`config.mk`:
```
export PLATFORM = sky130hd
export DESIGN_NAME = calc_arith_unit
export DESIGN_NICKNAME = d
export VERILOG_FILES = /design/src/rtl/calc_pkg.sv /design/src/rtl/calc_addsub_w.sv /design/src/rtl/calc_arith_unit.sv
export SDC_FILE = /design/constraint.sdc
export NUM_CORES = 1
export LEC_CHECK = 0
export CAP_MARGIN = 20
export CORE_AREA = 2 2 132 134
export DETAILED_ROUTE_END_ITERATION = 8
export DIE_AREA = 0 0 134 136
export GPL_ROUTABILITY_DRIVEN = 0
export PLACE_DENSITY = 0.53
export SYNTH_ARGS = -nofsm -noshare
export SYNTH_HDL_FRONTEND = slang
export SYNTH_SLANG_ARGS = --single-unit
```
`constraint.sdc`:
```
create_clock -name clk -period 3.1 [get_ports clk]
set_input_delay 0.62 -clock clk [delete_from_list [all_inputs] [get_ports clk]]
set_output_delay 0.62 -clock clk [all_outputs]
set_load 0.05 [all_outputs]
```
`src/rtl/calc_pkg.sv`:
```
// calc_pkg: operation encodings and FSM states shared by the calculator
// arithmetic unit and its helpers.
package calc_pkg;

   localparam logic [1:0] OP_ADD = 2'b00;
   localparam logic [1:0] OP_SUB = 2'b01;
   localparam logic [1:0] OP_MUL = 2'b10;
   localparam logic [1:0] OP_DIV = 2'b11;

   typedef enum logic [1:0] {
      ST_IDLE = 2'b00,
      ST_MUL  = 2'b01,
      ST_DIV  = 2'b10,
      ST_DONE = 2'b11
   } state_t;

endpackage

```
`src/rtl/calc_addsub_w.sv`:
```
// calc_addsub_w: combinational WIDTH-bit adder/subtractor.
// Subtraction is done as a + ~b + 1, so carry_o = 1 means "no borrow".
module calc_addsub_w #(
   parameter int WIDTH = 8
) (
   input  logic [WIDTH-1:0] a_i,
   input  logic [WIDTH-1:0] b_i,
   input  logic             sub_i,
   output logic [WIDTH-1:0] sum_o,
   output logic             carry_o
);

   assign {carry_o, sum_o} = {1'b0, a_i}
                           + {1'b0, (b_i ^ {WIDTH{sub_i}})}
                           + {{WIDTH{1'b0}}, sub_i};

endmodule

```
`src/rtl/calc_arith_unit.sv`:
```
// calc_arith_unit: sequential unsigned arithmetic unit for the calculator.
// Add/sub finish in one cycle, multiply is shift-add and divide is restoring
// division, each taking WIDTH iterations. A memory register can capture the
// low result and feed it back as operand A.
module calc_arith_unit
   import calc_pkg::*;
#(
   parameter int WIDTH = 8
) (
   input  logic             clk,
   input  logic             rst_n,
   input  logic             start,
   input  logic [1:0]       op,
   input  logic             use_mem,
   input  logic [WIDTH-1:0] a,
   input  logic [WIDTH-1:0] b,
   input  logic             mem_store,
   input  logic             mem_clear,
   output logic             busy,
   output logic             done,
   output logic [WIDTH-1:0] result_lo,
   output logic [WIDTH-1:0] result_hi,
   output logic             carry,
   output logic             div_zero,
   output logic [WIDTH-1:0] mem_q
);

   localparam int CNT_W = $clog2(WIDTH);
   localparam logic [CNT_W-1:0] LAST_CNT = CNT_W'(WIDTH - 1);

   state_t           state_q;
   logic [CNT_W-1:0] count_q;
   logic             busy_q;
   logic             done_q;
   logic [WIDTH-1:0] resLo_q;
   logic [WIDTH-1:0] resHi_q;
   logic             carry_q;
   logic             divZero_q;
   logic [WIDTH-1:0] memReg_q;

   // Working registers: workHi_q is the product upper half / remainder,
   // workLo_q the multiplier-then-product-low / dividend-then-quotient,
   // operand_q the multiplicand or divisor.
   logic [WIDTH-1:0] workHi_q;
   logic [WIDTH-1:0] workLo_q;
   logic [WIDTH-1:0] operand_q;

   logic [WIDTH-1:0] opA;
   logic [WIDTH-1:0] addSum;
   logic             addCarry;

   logic [WIDTH-1:0] mulAddend;
   logic [WIDTH:0]   mulSum;
   logic [WIDTH-1:0] mulHi_d;
   logic [WIDTH-1:0] mulLo_d;

   logic [WIDTH-1:0] divShift;
   logic [WIDTH-1:0] trialSum;
   logic             trialCarry;
   logic             divFits;
   logic [WIDTH-1:0] divRem_d;
   logic [WIDTH-1:0] divQuo_d;

   assign opA = use_mem ? memReg_q : a;

   calc_addsub_w #(.WIDTH(WIDTH)) uAddSub (
      .a_i     (opA),
      .b_i     (b),
      .sub_i   (op == OP_SUB),
      .sum_o   (addSum),
      .carry_o (addCarry)
   );

   // One shift-add step: the accumulator sum keeps its carry as bit WIDTH,
   // which becomes the top bit after the right shift.
   assign mulAddend = workLo_q[0] ? operand_q : '0;
   assign mulSum    = {1'b0, workHi_q} + {1'b0, mulAddend};
   assign mulHi_d   = mulSum[WIDTH:1];
   assign mulLo_d   = {mulSum[0], workLo_q[WIDTH-1:1]};

   // One restoring-division step. The shifted remainder is WIDTH+1 bits; if
   // its top bit is set it certainly exceeds the divisor, and the true
   // difference then still fits in WIDTH bits, so a WIDTH-bit subtractor is
   // enough.
   assign divShift = {workHi_q[WIDTH-2:0], workLo_q[WIDTH-1]};

   calc_addsub_w #(.WIDTH(WIDTH)) uDivTrial (
      .a_i     (divShift),
      .b_i     (operand_q),
      .sub_i   (1'b1),
      .sum_o   (trialSum),
      .carry_o (trialCarry)
   );

   assign divFits  = workHi_q[WIDTH-1] | trialCarry;
   assign divRem_d = divFits ? trialSum : divShift;
   assign divQuo_d = {workLo_q[WIDTH-2:0], divFits};

   // Control FSM with all result/status outputs registered alongside it.
   always_ff @(posedge clk) begin
      if (!rst_n) begin
         state_q   <= ST_IDLE;
         count_q   <= '0;
         busy_q    <= 1'b0;
         done_q    <= 1'b0;
         resLo_q   <= '0;
         resHi_q   <= '0;
         carry_q   <= 1'b0;
         divZero_q <= 1'b0;
         workHi_q  <= '0;
         workLo_q  <= '0;
         operand_q <= '0;
      end else begin
         done_q <= 1'b0;
         case (state_q)
            ST_IDLE: begin
               if (start) begin
                  busy_q    <= 1'b1;
                  divZero_q <= 1'b0;
                  count_q   <= '0;
                  case (op)
                     OP_ADD, OP_SUB: begin
                        resLo_q <= addSum;
                        resHi_q <= '0;
                        carry_q <= addCarry;
                        done_q  <= 1'b1;
                        state_q <= ST_DONE;
                     end
                     OP_MUL: begin
                        workHi_q  <= '0;
                        workLo_q  <= b;
                        operand_q <= opA;
                        state_q   <= ST_MUL;
                     end
                     default: begin
                        if (b == '0) begin
                           resLo_q   <= '1;
                           resHi_q   <= opA;
                           carry_q   <= 1'b0;
                           divZero_q <= 1'b1;
                           done_q    <= 1'b1;
                           state_q   <= ST_DONE;
                        end else begin
                           workHi_q  <= '0;
                           workLo_q  <= opA;
                           operand_q <= b;
                           state_q   <= ST_DIV;
                        end
                     end
                  endcase
               end
            end
            ST_MUL: begin
               workHi_q <= mulHi_d;
               workLo_q <= mulLo_d;
               count_q  <= count_q + 1'b1;
               if (count_q == LAST_CNT) begin
                  resLo_q <= mulLo_d;
                  resHi_q <= mulHi_d;
                  carry_q <= 1'b0;
                  done_q  <= 1'b1;
                  state_q <= ST_DONE;
               end
            end
            ST_DIV: begin
               workHi_q <= divRem_d;
               workLo_q <= divQuo_d;
               count_q  <= count_q + 1'b1;
               if (count_q == LAST_CNT) begin
                  resLo_q <= divQuo_d;
                  resHi_q <= divRem_d;
                  carry_q <= 1'b0;
                  done_q  <= 1'b1;
                  state_q <= ST_DONE;
               end
            end
            ST_DONE: begin
               busy_q  <= 1'b0;
               state_q <= ST_IDLE;
            end
            default: begin
               busy_q  <= 1'b0;
               state_q <= ST_IDLE;
            end
         endcase
      end
   end

   // Memory register: clear wins over store, and it runs regardless of FSM state.
   always_ff @(posedge clk) begin
      if (!rst_n) begin
         memReg_q <= '0;
      end else if (mem_clear) begin
         memReg_q <= '0;
      end else if (mem_store) begin
         memReg_q <= resLo_q;
      end
   end

   assign busy      = busy_q;
   assign done      = done_q;
   assign result_lo = resLo_q;
   assign result_hi = resHi_q;
   assign carry     = carry_q;
   assign div_zero  = divZero_q;
   assign mem_q     = memReg_q;

endmodule
```
Yosys cells after proc, flatten, opt, wreduce, memory -nomap -nowiden
Index checks and enable logic that the tools add are counted.
- add/subtract/negate cells: 6
- reduce and logical (&&, ||, !) cells: 18
- eq/ne operators: 15
- bitwise gates (word level): 5
- multiplexer cells: 45
- operators with widths (operator ; count):
    2-to-1 mux 8 bit ; 16
    one-hot mux 8 bit (3 select lines) ; 4
    one-hot mux 8 bit (2 select lines) ; 5
    adder 8 x 8 -> 9 bit ; 3
    inequality test 2 bit (second input constant) ; 5
    one-hot mux 1 bit (2 select lines) ; 5
    adder 9 x 1 -> 9 bit ; 1
    adder 9 x 1 -> 9 bit (second input constant) ; 1
    2-to-1 mux 1 bit ; 9
    zero test 8 bit ; 1
    NOT 8 bit ; 1
    AND reduction 2 bit ; 4
    AND reduction 4 bit ; 2
    XOR 8 bit ; 1
    == test 2 bit (second input constant) ; 3
    inequality test 3 x 2 -> 1 bit (second input constant) ; 2
    one-hot mux 2 bit (3 select lines) ; 1
    one-hot mux 3 bit (2 select lines) ; 1
    AND reduction 6 bit ; 1
    OR reduction 2 bit ; 3
    AND reduction 5 bit ; 1
    == test 2 x 1 -> 1 bit (second input constant) ; 2
    zero test 2 bit ; 2
    2-to-1 mux 2 bit ; 2
    10 further kinds ; 13
- bits in registers: 57
- bits of input ports: 24
- output and inout port bits: 28
- word-level logic and storage cells: 101

Logic depth before layout (Yosys ltp)
- depth in word-level cells: 7
- gate-level depth with buffers: 11
- depth with buffers taken out: 10

Modules after synthesis
A second synthesis with hierarchy kept.
- cell total of the unflattened synthesis: 531
- area, all modules: 4205.3 um^2
- by module, submodules not included (module ; area an instance (um^2) ; cells each ; times used ; seq. area each (um^2)):
    calc_arith_unit ; 3409.5 ; 435 ; 1 ; 1141.1
    calc_addsub_w ; 397.9 ; 48 ; 2 ; 0.0

Least setup slack after synthesis
No wires, ideal clock.
- path type: input port to flip-flop
- start: input port use_mem
- end: register carry_q, in the netlist carry
- data arrival time: 2.668 ns
- library setup time: 0.132 ns
- stages on the path: 10
- data required time: 2.968 ns
- slack: 0.300 ns
- path buffers: 1
- cell sequence: buf_4 -> mux2i_2 -> nand2_1 -> a21boi_0 -> fa_1 -> a21o_1 -> a21oi_1 -> o21bai_1 -> a2111oi_0 -> o21ai_0
- word-level cells in the longest chain between the ends: 6
- RTL lines (what ; line ; RTL):
    start: declaration ; calc_arith_unit.sv:14 ; input logic use_mem,
    2-to-1 mux 8 bit ; calc_arith_unit.sv:64 ; assign opA = use_mem ? memReg_q : a;
    adder 8 x 8 -> 9 bit ; calc_addsub_w.sv:14 ; + {1'b0, (b_i ^ {WIDTH{sub_i}})}
    adder 9 x 1 -> 9 bit ; calc_addsub_w.sv:15 ; + {{WIDTH{1'b0}}, sub_i};
    one-hot mux 1 bit (2 select lines) ; calc_arith_unit.sv:121 ; case (op)
    2-to-1 mux 1 bit ; calc_arith_unit.sv:117 ; if (start) begin
    one-hot mux 1 bit (2 select lines) ; calc_arith_unit.sv:115 ; case (state_q)
    end signal: assignment ; calc_arith_unit.sv:125 ; carry_q <= addCarry;
    end: declaration ; calc_arith_unit.sv:37 ; logic carry_q;
No other way between the ends. The select of a mux whose other input is x is not followed.
A chain may end at the register's enable or synchronous reset.

Worst setup path in the final report
- start: input port op[1]
- end: register carry_q, in the netlist carry
- word-level cells in the longest chain between the ends: 7
- elaborated cells between the ends (all ways): 13
- those cells by class: add/sub (2); eq/ne (4); mux (3); bitwise (1); reduce/logical (3)
- RTL lines (what ; line ; RTL):
    start: declaration ; calc_arith_unit.sv:13 ; input logic [1:0] op,
    == test 2 x 1 -> 1 bit ; calc_arith_unit.sv:69, calc_arith_unit.sv:121 ;
    XOR 8 bit ; calc_addsub_w.sv:14 ;
    adder 8 x 8 -> 9 bit ; calc_addsub_w.sv:14 ;
    adder 9 x 1 -> 9 bit ; calc_addsub_w.sv:15 ;
    one-hot mux 1 bit (2 select lines) ; calc_arith_unit.sv:121 ;
    2-to-1 mux 1 bit ; calc_arith_unit.sv:117 ;
    one-hot mux 1 bit (2 select lines) ; calc_arith_unit.sv:115 ;
Several ways; a longest one is shown, not always the timed one. The select of a mux whose other input is x is not followed.

==> reports/metrics.csv <==
stage,metric,value,unit
setup_path,depth of the worst register-to-register path,9,
global_routing,initial antenna violation count,0,
finish,share of layout cells above drive strength 1,12.0,%
global_routing,number of global-route vias before repair,4097,
floorplan,Top Ports,52,
floorplan,area of the placeable core,16900,um2
route,detailed-routing iteration count for the pre-antenna-repair pass,5,
finish,# nets final,643,
synth,sequential fraction of the synthesis area,27.6,%
power,P_leak,2.20,nW
route,vias after detailed routing,4032,
route,DR WL/cell,16.4,um
finish,diodes inserted,0,
setup_path,Critical Path Sink Type,register,
sta,Slew @ Worst Pin,574,ps
route,final wirelength,13400,um
global_routing,aggregate global routing overflow,0,
setup_path,r2r endpoint,workHi_q[5],
setup_path,reg-to-reg setup timing slack,340,ps
route,Via density,4.95,
setup_path,arrival time reported for the critical path endpoint,3060,ps
setup_path,largest fanout on the critical path,4,
finish,share of the core filled with cells,32.6,%
sta,final clock period utilization by the worst path,92.2,%
hold_path,path class of the lowest-slack min-delay path,reg2reg,
synth,Syn Area/Cell,8.18,um2
sta,number of hold violations in the final report,0,
synth,#FFs+latches synth,57,
floorplan,floorplan row count,48,
setup_path,worst reg2reg path startpoint,workLo_q[0],
hold_path,worst hold path endpoint,workLo_q[5],
floorplan,Die Height,136,um
synth,share of synthesized flip-flops with an asynchronous set or reset,0,%
setup_path,worst endpoint required time,3300,ps
synth,netlist area before placement,4140,um2
cts,clock-pin slew of the registers on the worst-case setup and hold paths,50,ps
route,number of nets with antenna violations after routing,0,
sta,Setup TNS Final,0,ps
sta,worst slew margin relative to its limit,61.8,%
floorplan,die width,134,um
finish,signed area change from the synthesized netlist to the final layout,32.8,%
sta,Fin Hold WS,483,ps
cts,Max Root-Sink Buffers,2,
placement,instance area after placement,5150,um2
finish,fin area,5490,um2
cts,post-cts hold buffer count,0,
cts,CTS sink cnt,57,
synth,main area contributors after synthesis,"sky130_fd_sc_hd__dfxtp_1, sky130_fd_sc_hd__ha_1, sky130_fd_sc_hd__a21oi_1, sky130_fd_sc_hd__mux2i_1, sky130_fd_sc_hd__nor2_1",
placement,post-detail-place hpwl,10300,um
hold_path,hold-critical path depth,2,
synth,most used standard cells in the synthesized netlist,"sky130_fd_sc_hd__dfxtp_1, sky130_fd_sc_hd__a21oi_1, sky130_fd_sc_hd__nor2_1, sky130_fd_sc_hd__nand2_1, sky130_fd_sc_hd__ha_1",
global_routing,maximum number of pins on one net before global-route repair,58,
route,number of DRC violations after detailed-routing iteration 0,251,
route,number of design rule violations left after detail routing,0,
floorplan,die outline area,18200,um2
finish,fillcell total,1760,
synth,Post-Synthesis Cells,506,
synth,dominant cell type by area after synthesis,sky130_fd_sc_hd__dfxtp_1,
sta,final setup skew,6.25,ps
synth,distinct cell type count after synthesis,63,
power,worst vdd ir,0.354,mV
sta,total count of max-transition violations in the final report,0,
global_routing,global-route wire length before repair,21600,um
sta,"Setup violations, final",0,
synth,Yosys top cell area share,27.6,%
placement,number of input and output port buffers inserted,51,
setup_path,startpoint class of the critical path,input pin,
cts,TritonCTS clock tree,done,
sta,achievable clock frequency,350,MHz
cts,Skew-Pair Late Insertion Delay,330,ps
sta,Final min period,2860,ps
hold_path,launch point of the worst hold path,workLo_q[5],
power,Pwr per Cell Area,898,nW/um2
cts,clock root buffer,sky130_fd_sc_hd__clkbuf_16,
run,Max Cap Violations,0,
cts,number of buffers created by CTS,9,
run_status,outcome,"finished, final reports clean",
synth,most numerous cell in the Yosys netlist,sky130_fd_sc_hd__dfxtp_1,
synth,number of enable-type register cells in the synthesized netlist,0,
cts,level count of the clock H-tree,3,
synth,Post-synth top flop,sky130_fd_sc_hd__dfxtp_1,
synth,total nets after synthesis,563,
sta,setup repair after global routing missed its margin,false,
synth,Synth Warn #,0,
power,overall power,4.94,mW
global_routing,GRT Total Usage,15.1,%
floorplan,Initial Util,24.5,%
setup_path,type of the worst setup path,in2reg,
==> cell usage in the layout, fill, tap and decap left out, drive strengths merged, types with 7 or more instances in the layout <==
cell           synthesis  layout
a21oi                 50      50
clkdlybuf4s50          0      50
a21boi                17      17
inv                   25      25
xnor2                 13      13
a221o                  7       7
a211oi                14      14
nor2b                 16      16
o211ai                16      16
nand2b                 7       7
ha                    30      30
clkbuf                16      13
o21ai                 33      33
dfxtp                 57      57
and2                  11      11
nor2                  46      46
nand2                 31      31
nand3                 15      15
buf                   11      45
mux2i                 24      24
==> logic make-up (layout without fill, tap and decap cells) <==
| logic type | Yosys count | count (layout) | share of synthesized area [%] |
|---|---|---|---|
| compound gates | 177 | 177 | 29.2 |
| xor+xnor | 18 | 18 | 3.81 |
| mux | 25 | 25 | 6.17 |
| fa+ha+maj | 33 | 33 | 10.5 |
| flops | 57 | 57 | 27.6 |
| simple gates | 144 | 144 | 17.4 |
| buf+inv | 52 | 136 | 5.29 |
==> worst max-delay path by stage <==
| stage | startpoint | endpoint | slack [ps] | cells after the start |
|---|---|---|---|---|
| 2_1_floorplan | use_mem | carry | 300 | 10 |
| 3_3_place_gp | use_mem | carry | -110 | 10 |
| 3_5_place_dp | use_mem | carry | -230 | 10 |
| 4_1_cts | use_mem | carry | 110 | 10 |
| 5_1_grt | op[1] | carry | 150 | 9 |
| 6_report | op[1] | carry | 240 | 9 |
==> layer usage <==
| metal | global-route usage (%) | routed length [um] |
|---|---|---|
| met4 | 5.56 | 281 |
| met5 | 0 | 0 |
| met2 | 27.3 | 6680 |
| met1 | 18.1 | 6000 |
| met3 | 2.54 | 437 |
==> through the flow <==
stage	setup slack, ps	cells
floorplan	300	506
global placement	-108	800
detailed placement	-235	800
CTS	108	815
global route	152	815
finish	240	815
==> area by class of cell <==
class | instances | area [um2] | share of cell area [%]
Sequential cell | 57 | 1140 | 20.8
Tap cell | 225 | 282 | 5.12
Clock inverter | 2 | 60.1 | 1.09
Timing Repair Buffer | 96 | 863 | 15.7
Multi-Input combinational cell | 397 | 2780 | 50.7
Inverter | 25 | 93.8 | 1.71
Clock buffer | 13 | 270 | 4.92
==> critical path, stage by stage <==
cell and delay [ps]:
sky130_fd_sc_hd__clkdlybuf4s50_1 470, sky130_fd_sc_hd__nand2b_1 280, sky130_fd_sc_hd__xnor2_1 170, sky130_fd_sc_hd__fa_1 430, sky130_fd_sc_hd__a21o_1 180, sky130_fd_sc_hd__a21oi_1 180, sky130_fd_sc_hd__o21bai_1 130, sky130_fd_sc_hd__a2111oi_1 440
sky130_fd_sc_hd__o21ai_0 150
==> report_power, final <==
group / switching [mW] / leakage, nW / internal [mW] / total [mW]
combinational: 1.64 / 1.57 / 1.06 / 2.69
sequential: 0.202 / 0.466 / 0.940 / 1.14
clock: 0.336 / 0.162 / 0.764 / 1.10
==> what timing repair did <==
item                       4_1_cts  5_1_grt
setup buffers                    0        0
hold endpoints to repair         0        0
setup endpoints to repair        0        2
resized for setup                0        3
==> sequential cells by signal, summed over array words and instances, names as in the netlist <==
register   count
operand_q      8
busy           1
result_lo      8
result_hi      8
done           1
mem_q          8
carry          1
workHi_q       8
workLo_q       8
div_zero       1
state_q        2
count_q        3
Note: power is estimated with default switching activity, not from simulation.
==> variant 1, RTL diff (same flow settings) <==
The 4 states of `state_t` get a one-hot encoding in 4 bits.
--- a/src/rtl/calc_pkg.sv
+++ b/src/rtl/calc_pkg.sv
@@ -9,7 +9,7 @@
 
-   typedef enum logic [1:0] {
-      ST_IDLE = 2'b00,
-      ST_MUL  = 2'b01,
-      ST_DIV  = 2'b10,
-      ST_DONE = 2'b11
+   typedef enum logic [3:0] {
+      ST_IDLE = 4'b0001,
+      ST_MUL  = 4'b0010,
+      ST_DIV  = 4'b0100,
+      ST_DONE = 4'b1000
    } state_t;
Formal check against the unedited RTL: same outputs for any inputs over 4 cycles, from zero or initial values and one cycle with rst_n low; so few cycles prove little.
==> variant 1 against the unedited design <==
  * Cell area fell by 3.8%
  * Non-clock buffer count fell by 7
  * Sequential cell count rose by 2
  * Die area did not move
  * Area after synthesis fell by 2.3%
  * Clock skew rose by 0.0015 ns
  * Routed wire length fell by 6.9%
  * Synthesized cell count fell by 0.99%
  * Utilization fell by 1.2 points
  * Register-to-register slack got worse by 0.08 ns
  * Cell count fell by 1.6%
  * Global-route usage fell by 0.92 points
  * Setup slack improved by 0.021 ns
  * Critical endpoint is now result_hi[5]$_SDFFE_PN0P_
Power is not compared: it rests on default switching activity, and its combinational part moved more than twofold at a synthesized area within 25%.
==> variant 1: results (changes against the unedited design) <==
stage;metric;value;unit;change
status;outcome;complete, no violations;;
worst_setup_path;critical path arrival;3.09;ns;+0.03 ns
min_path;hold endpoint;carry$_SDFFE_PN0P_;;
yosys;Post-synth top cells;59 x dfxtp_1, 48 x o21ai_0, 46 x a21oi_1, 45 x nor2_1;;
placed_design;worst slack at placement;-0.07604;ns;+0.1585 ns
sta;Clock Skew;0.007726;ns;+0.001475 ns
yosys;Unique masters post-synth;57;;-9.5%
yosys;Synth Area in Compound Gates;27.48;%;-1.7 points
power;maximum vdd drop;0.2382;mV;
clocking;Root Driver;clkbuf_16;;
worst_setup_path;reg-to-reg slack, setup;0.26;ns;-0.08 ns
clocking;post-CTS resize count;0;;unchanged
clocking;CTS buffer count;9;;unchanged
flow_run;Max Cap Viol;0;;unchanged
yosys;most frequent cell after synthesis;dfxtp_1;;
min_path;Hold Path Origin;carry$_SDFFE_PN0P_;;
yosys;share of synthesized registers carrying an async set or reset;0;%;unchanged
yosys;post-synthesis mux area share;4.827;%;-1.3 points
grt;vias in the first global route;3843;;-6.2%
yosys;yosys warns;0;;unchanged
clocking;post-CTS setup buffers;0;;unchanged
cells_and_area;share of cells above drive strength 1;11.27;%;-0.77 points
clocking;Worst-Skew Late Latency;0.33;ns;about the same
worst_setup_path;Critical R2R Launch;workLo_q[7]$_SDFFE_PN0P_;;
worst_setup_path;Worst R2R Path Depth;11;;+2
clocking;H-tree depth;3;;unchanged
sta;Worst-Margin Slew;0.7840;ns;+0.2103 ns
grt;pin count of the biggest net entering global routing;53;;-8.6%
power;Lkg Pwr;2.136;nW;
min_path;Hold WC Path Type;reg2reg;;
drt;vias per inst;4.865;;-1.7%
worst_setup_path;Crit Path Max Fanout;16;;+12
drt;Iteration-0 DRC Markers;249;;-0.80%
drt;DRT Pass-1 Iters;5;;unchanged
worst_setup_path;r2r endpoint;result_hi[5]$_SDFFE_PN0P_;;
yosys;register area share after synthesis;29.21;%;+1.6 points
yosys;Synth Net Count;553;;-1.8%
grt;global-route wire length before repair;20220;um;-6.4%
cells_and_area;post-layout net count;625;;-2.8%
yosys;post-synthesis adder-cell area fraction;9.220;%;-1.3 points
power;Pint;2.034;mW;
clocking;Clk pin slew, worst setup/hold paths;0.05;ns;about the same
clocking;# hold bufs at CTS;0;;unchanged
cells_and_area;Inserted Diodes;0;;unchanged
grt;GRT Overall Usage;14.22;%;-0.92 points
worst_setup_path;max incr delay on CP;0.51;ns;+0.04 ns
drt;wire per inst;15.55;um;-5.4%
placed_design;Detail Placement HPWL;9500;um;-8.0%
grt;initial antenna violation count;0;;unchanged
yosys;Synth Area in XOR/XNOR;4.981;%;+1.2 points
cells_and_area;# fillers;1748;;-0.68%
placed_design;port buffer count;51;;unchanged
min_path;WHS Path Cells;2;;unchanged
yosys;Synth area leaders;dfxtp_1 29%, ha_1 7.7%, o21ai_0 5.9%;;
clocking;clock buffer depth;2;;unchanged
worst_setup_path;Slowest cell on crit path;a2111oi_0;;
## variant 1: worst min-delay path: stages, from the launching register on
cell and delay [ns]:
dfxtp_1 0.32, nand2b_1 0.07, a21boi_0 0.07
## variant 1: area by class of cell
class / count / area [um^2] / share of cell area, %
clock buffers: 13 / 250.2 / 4.733
well taps: 225 / 281.5 / 5.324
multi-input cells: 389 / 2625 / 49.65
clock inverters: 2 / 60.06 / 1.136
inverters: 25 / 93.84 / 1.775
repair buffers: 89 / 795.8 / 15.05
flip-flops and latches: 59 / 1181 / 22.34
## variant 1: metrics by stage
stage | hold WS (ns) | setup TNS [ns] | cells | area (um^2) | util, %
global placement | 0.4985 | 0 | 787 | 4977 | 29.49
finish | 0.5045 | 0 | 802 | 5288 | 31.33
detailed placement | 0.5112 | -0.1092 | 787 | 4977 | 29.49
CTS | 0.5171 | 0 | 802 | 5288 | 31.33
global route | 0.5491 | 0 | 802 | 5288 | 31.33
floorplan | 0.4772 | 0 | 501 | 4044 | -
## variant 1: logic make-up (layout without fill, tap and decap cells)
logic type | count (synthesis) | in the layout
buffers and inverters | 53 | 129
DFF | 59 | 59
muxes | 19 | 19
and+or+nand+nor | 142 | 142
xor gates and xnor gates | 23 | 23
adders and majority gates | 28 | 28
AOI/OAI and AO/OA | 177 | 177
## variant 1: routing by layer
metal,wire length (um),vias up,global-route usage [%]
li1,-,1945,-
met1,6025,1830,18.95
met2,5579,110,22.71
met3,648,17,3.169
met4,216,0,4.846
met5,0,-,0
## variant 1: worst max-delay path by stage
stage	endpoint	cells after the start	startpoint	slack [ns]
after global placement	result_lo[7]$_SDFFE_PN0P_	10	use_mem	0.01
after CTS	result_lo[6]$_SDFFE_PN0P_	12	use_mem	0.26
final	result_hi[5]$_SDFFE_PN0P_	11	workLo_q[7]$_SDFFE_PN0P_	0.26
after detailed placement	result_lo[6]$_SDFFE_PN0P_	12	use_mem	-0.08
after floorplan	result_lo[7]$_SDFFE_PN0P_	11	op[1]	0.19
after global routing	result_lo[6]$_SDFFE_PN0P_	12	use_mem	0.03
## variant 1: power by group through the flow
stage / combinational, mW / clock [mW] / sequential (mW)
after global routing: 1.24 / 1.13 / 0.957
after detailed placement: 1.13 / 0 / 0.958
after global placement: 1.12 / 0 / 0.958
after floorplan: 0.642 / 0 / 1.09
final: 1.14 / 1.07 / 0.945
after CTS: 1.14 / 1.10 / 0.944
==> variant 2, RTL diff (same flow settings) <==
Made on the original files. `WIDTH` is set to 8 in 2 places; all go to 4.
--- a/src/rtl/calc_addsub_w.sv
+++ b/src/rtl/calc_addsub_w.sv
@@ -3,3 +3,3 @@
 module calc_addsub_w #(
-   parameter int WIDTH = 8
+   parameter int WIDTH = 4
 ) (
--- a/src/rtl/calc_arith_unit.sv
+++ b/src/rtl/calc_arith_unit.sv
@@ -7,3 +7,3 @@
 #(
-   parameter int WIDTH = 8
+   parameter int WIDTH = 4
 ) (
Interface: changed (5 resized); port bits go from 52 to 32. The function was not compared with the original's and may differ.
==> variant 2 against the unedited design <==
  * Routed wire length shrank 51%
  * Area after synthesis fell by 46%
  * Sequential cell count is 25 lower
  * Critical path depth unchanged
  * Setup slack better by 0.12 ns
  * Total power is 53% lower
  * Cell count fell by 34%
  * Count of clock-buffer cells in the layout shrank 8
  * Cell area shrank 45%
  * Largest cell class unchanged
==> variant 2: results (changes against the unedited design) <==
stage;metric;value;unit;change
power;net switching power of the design;0.9913;mW;-54%
yosys;Synth Net Count;312;;-45%
cells_and_area;# fillers;1883;;+7.0%
yosys;Synth area leaders;dfxtp_1 28%, ha_1 9.4%, mux2i_1 4.4%;;
grt;GRT Overall Usage;7.330;%;-7.8 points
grt;initial antenna violation count;3;;+3
power;Seq. pwr;0.607;mW;-47%
sta;Relative slew margins;32.56;%;-29 points
cells_and_area;Inserted Diodes;2;;+2
cells_and_area;ClkCell Share;5.551;%;-0.46 points
placed_design;dpl cell area;0.002848;mm^2;-45%
worst_setup_path;Crit Path Max Fanout;6;;+2
power;power after layout;2.315;mW;-53%
sta;fmax;0.3649;GHz;+4.3%
grt;vias in the first global route;2192;;-46%
clocking;clk sinks;32;;-44%
clocking;Worst-Skew Late Latency;0.28;ns;-0.05 ns
worst_setup_path;crit path to;result_lo[3]$_SDFFE_PN0P_;;
drt;DRT Pass-1 Iters;4;;-1
drt;Iteration-0 DRC Markers;141;;-44%
cells_and_area;post-layout net count;346;;-46%
drt;met3 wire len;539;um;+23%
worst_setup_path;r2r endpoint;workHi_q[2]$_SDFFE_PN0P_;;
yosys;synthesized area per cell;8.155;um^2;-0.27%
power;maximum vdd drop;0.2335;mV;-34%
cells_and_area;Sequential Area;640.6;um^2;-44%
min_path;Hold Path Origin;div_zero$_SDFFE_PN0P_;;
worst_setup_path;Critical R2R Launch;state_q[0]$_SDFFE_PN0P_;;
yosys;Post-synth top cells;32 x dfxtp_1, 22 x nand2_1, 20 x inv_1, 19 x o21ai_0, 18 x a21oi_1;;
grt;pin count of the biggest net entering global routing;27;;-53%
drt;wire length on met1;2949;um;-51%
cells_and_area;inverters;21;;-16%
cells_and_area;share of cells above drive strength 1;8.039;%;-4.0 points
cells_and_area;#MultiIn Comb;209;;-47%
power;Lkg Pwr;1.117;nW;-49%
drt;vias per inst;3.948;;-20%
cells_and_area;Non-clk bufs;41;;-57%
drt;met2 wire length;2949;um;-56%
placed_design;Detail Placement HPWL;5166;um;-50%
cells_and_area;area grow syn2layout;34.19;%;
cells_and_area;multi-input logic area;0.001461;mm^2;-48%
min_path;hold endpoint;div_zero$_SDFFE_PN0P_;;
drt;top sig layer;met5;;
placed_design;worst slack at placement;0.1264;ns;+0.3609 ns
status;outcome;complete, no violations;;
clocking;CTS buffer count;5;;-4
grt;global-route wire length before repair;10920;um;-49%
clocking;H-tree depth;2;;-1
worst_setup_path;critical path arrival;2.94;ns;-0.12 ns
sta;Hold Slack;0.4738;ns;-0.009419 ns
sta;Clock Skew;0.004286;ns;-0.001965 ns
placed_design;placed cells;528;;-34%
drt;Routed Wire Length;6553;um;-51%
yosys;Unique masters post-synth;50;;-21%
-- variant 2: cell types whose count changed in the layout (fill, tap and decap cells not counted), moves of 11 or more --
cell / change
buf_4: -34
a21oi_1: -30
nor2_1: -30
dfxtp_1: -25
clkdlybuf4s50_1: -19
ha_1: -13
mux2i_1: -13
o211ai_1: -13
a21boi_0: -11
-- variant 2: routing by layer --
metal	GRT usage, %	vias to the layer above
li1	-	1052
met1	9.203	988
met2	12.19	72
met3	2.013	10
met4	2.305	2
met5	0	-
-- variant 2: critical path, stage by stage --
cell	delay, ns
clkdlybuf4s50_1	0.51
nand2b_1	0.26
xnor2_1	0.32
ha_1	0.34
and2_1	0.17
a22oi_1	0.29
and3_1	0.19
o21ai_0	0.07
a31oi_1	0.16
-- variant 2: cells by family after synthesis --
kind of cell,share of synthesized area [%]
AOI/OAI and AO/OA,24.51
and+or+nand+nor,20.01
DFF,28.46
buffers and inverters,6.615
muxes,5.948
adders and majority gates,12.12
xor gates and xnor gates,2.335
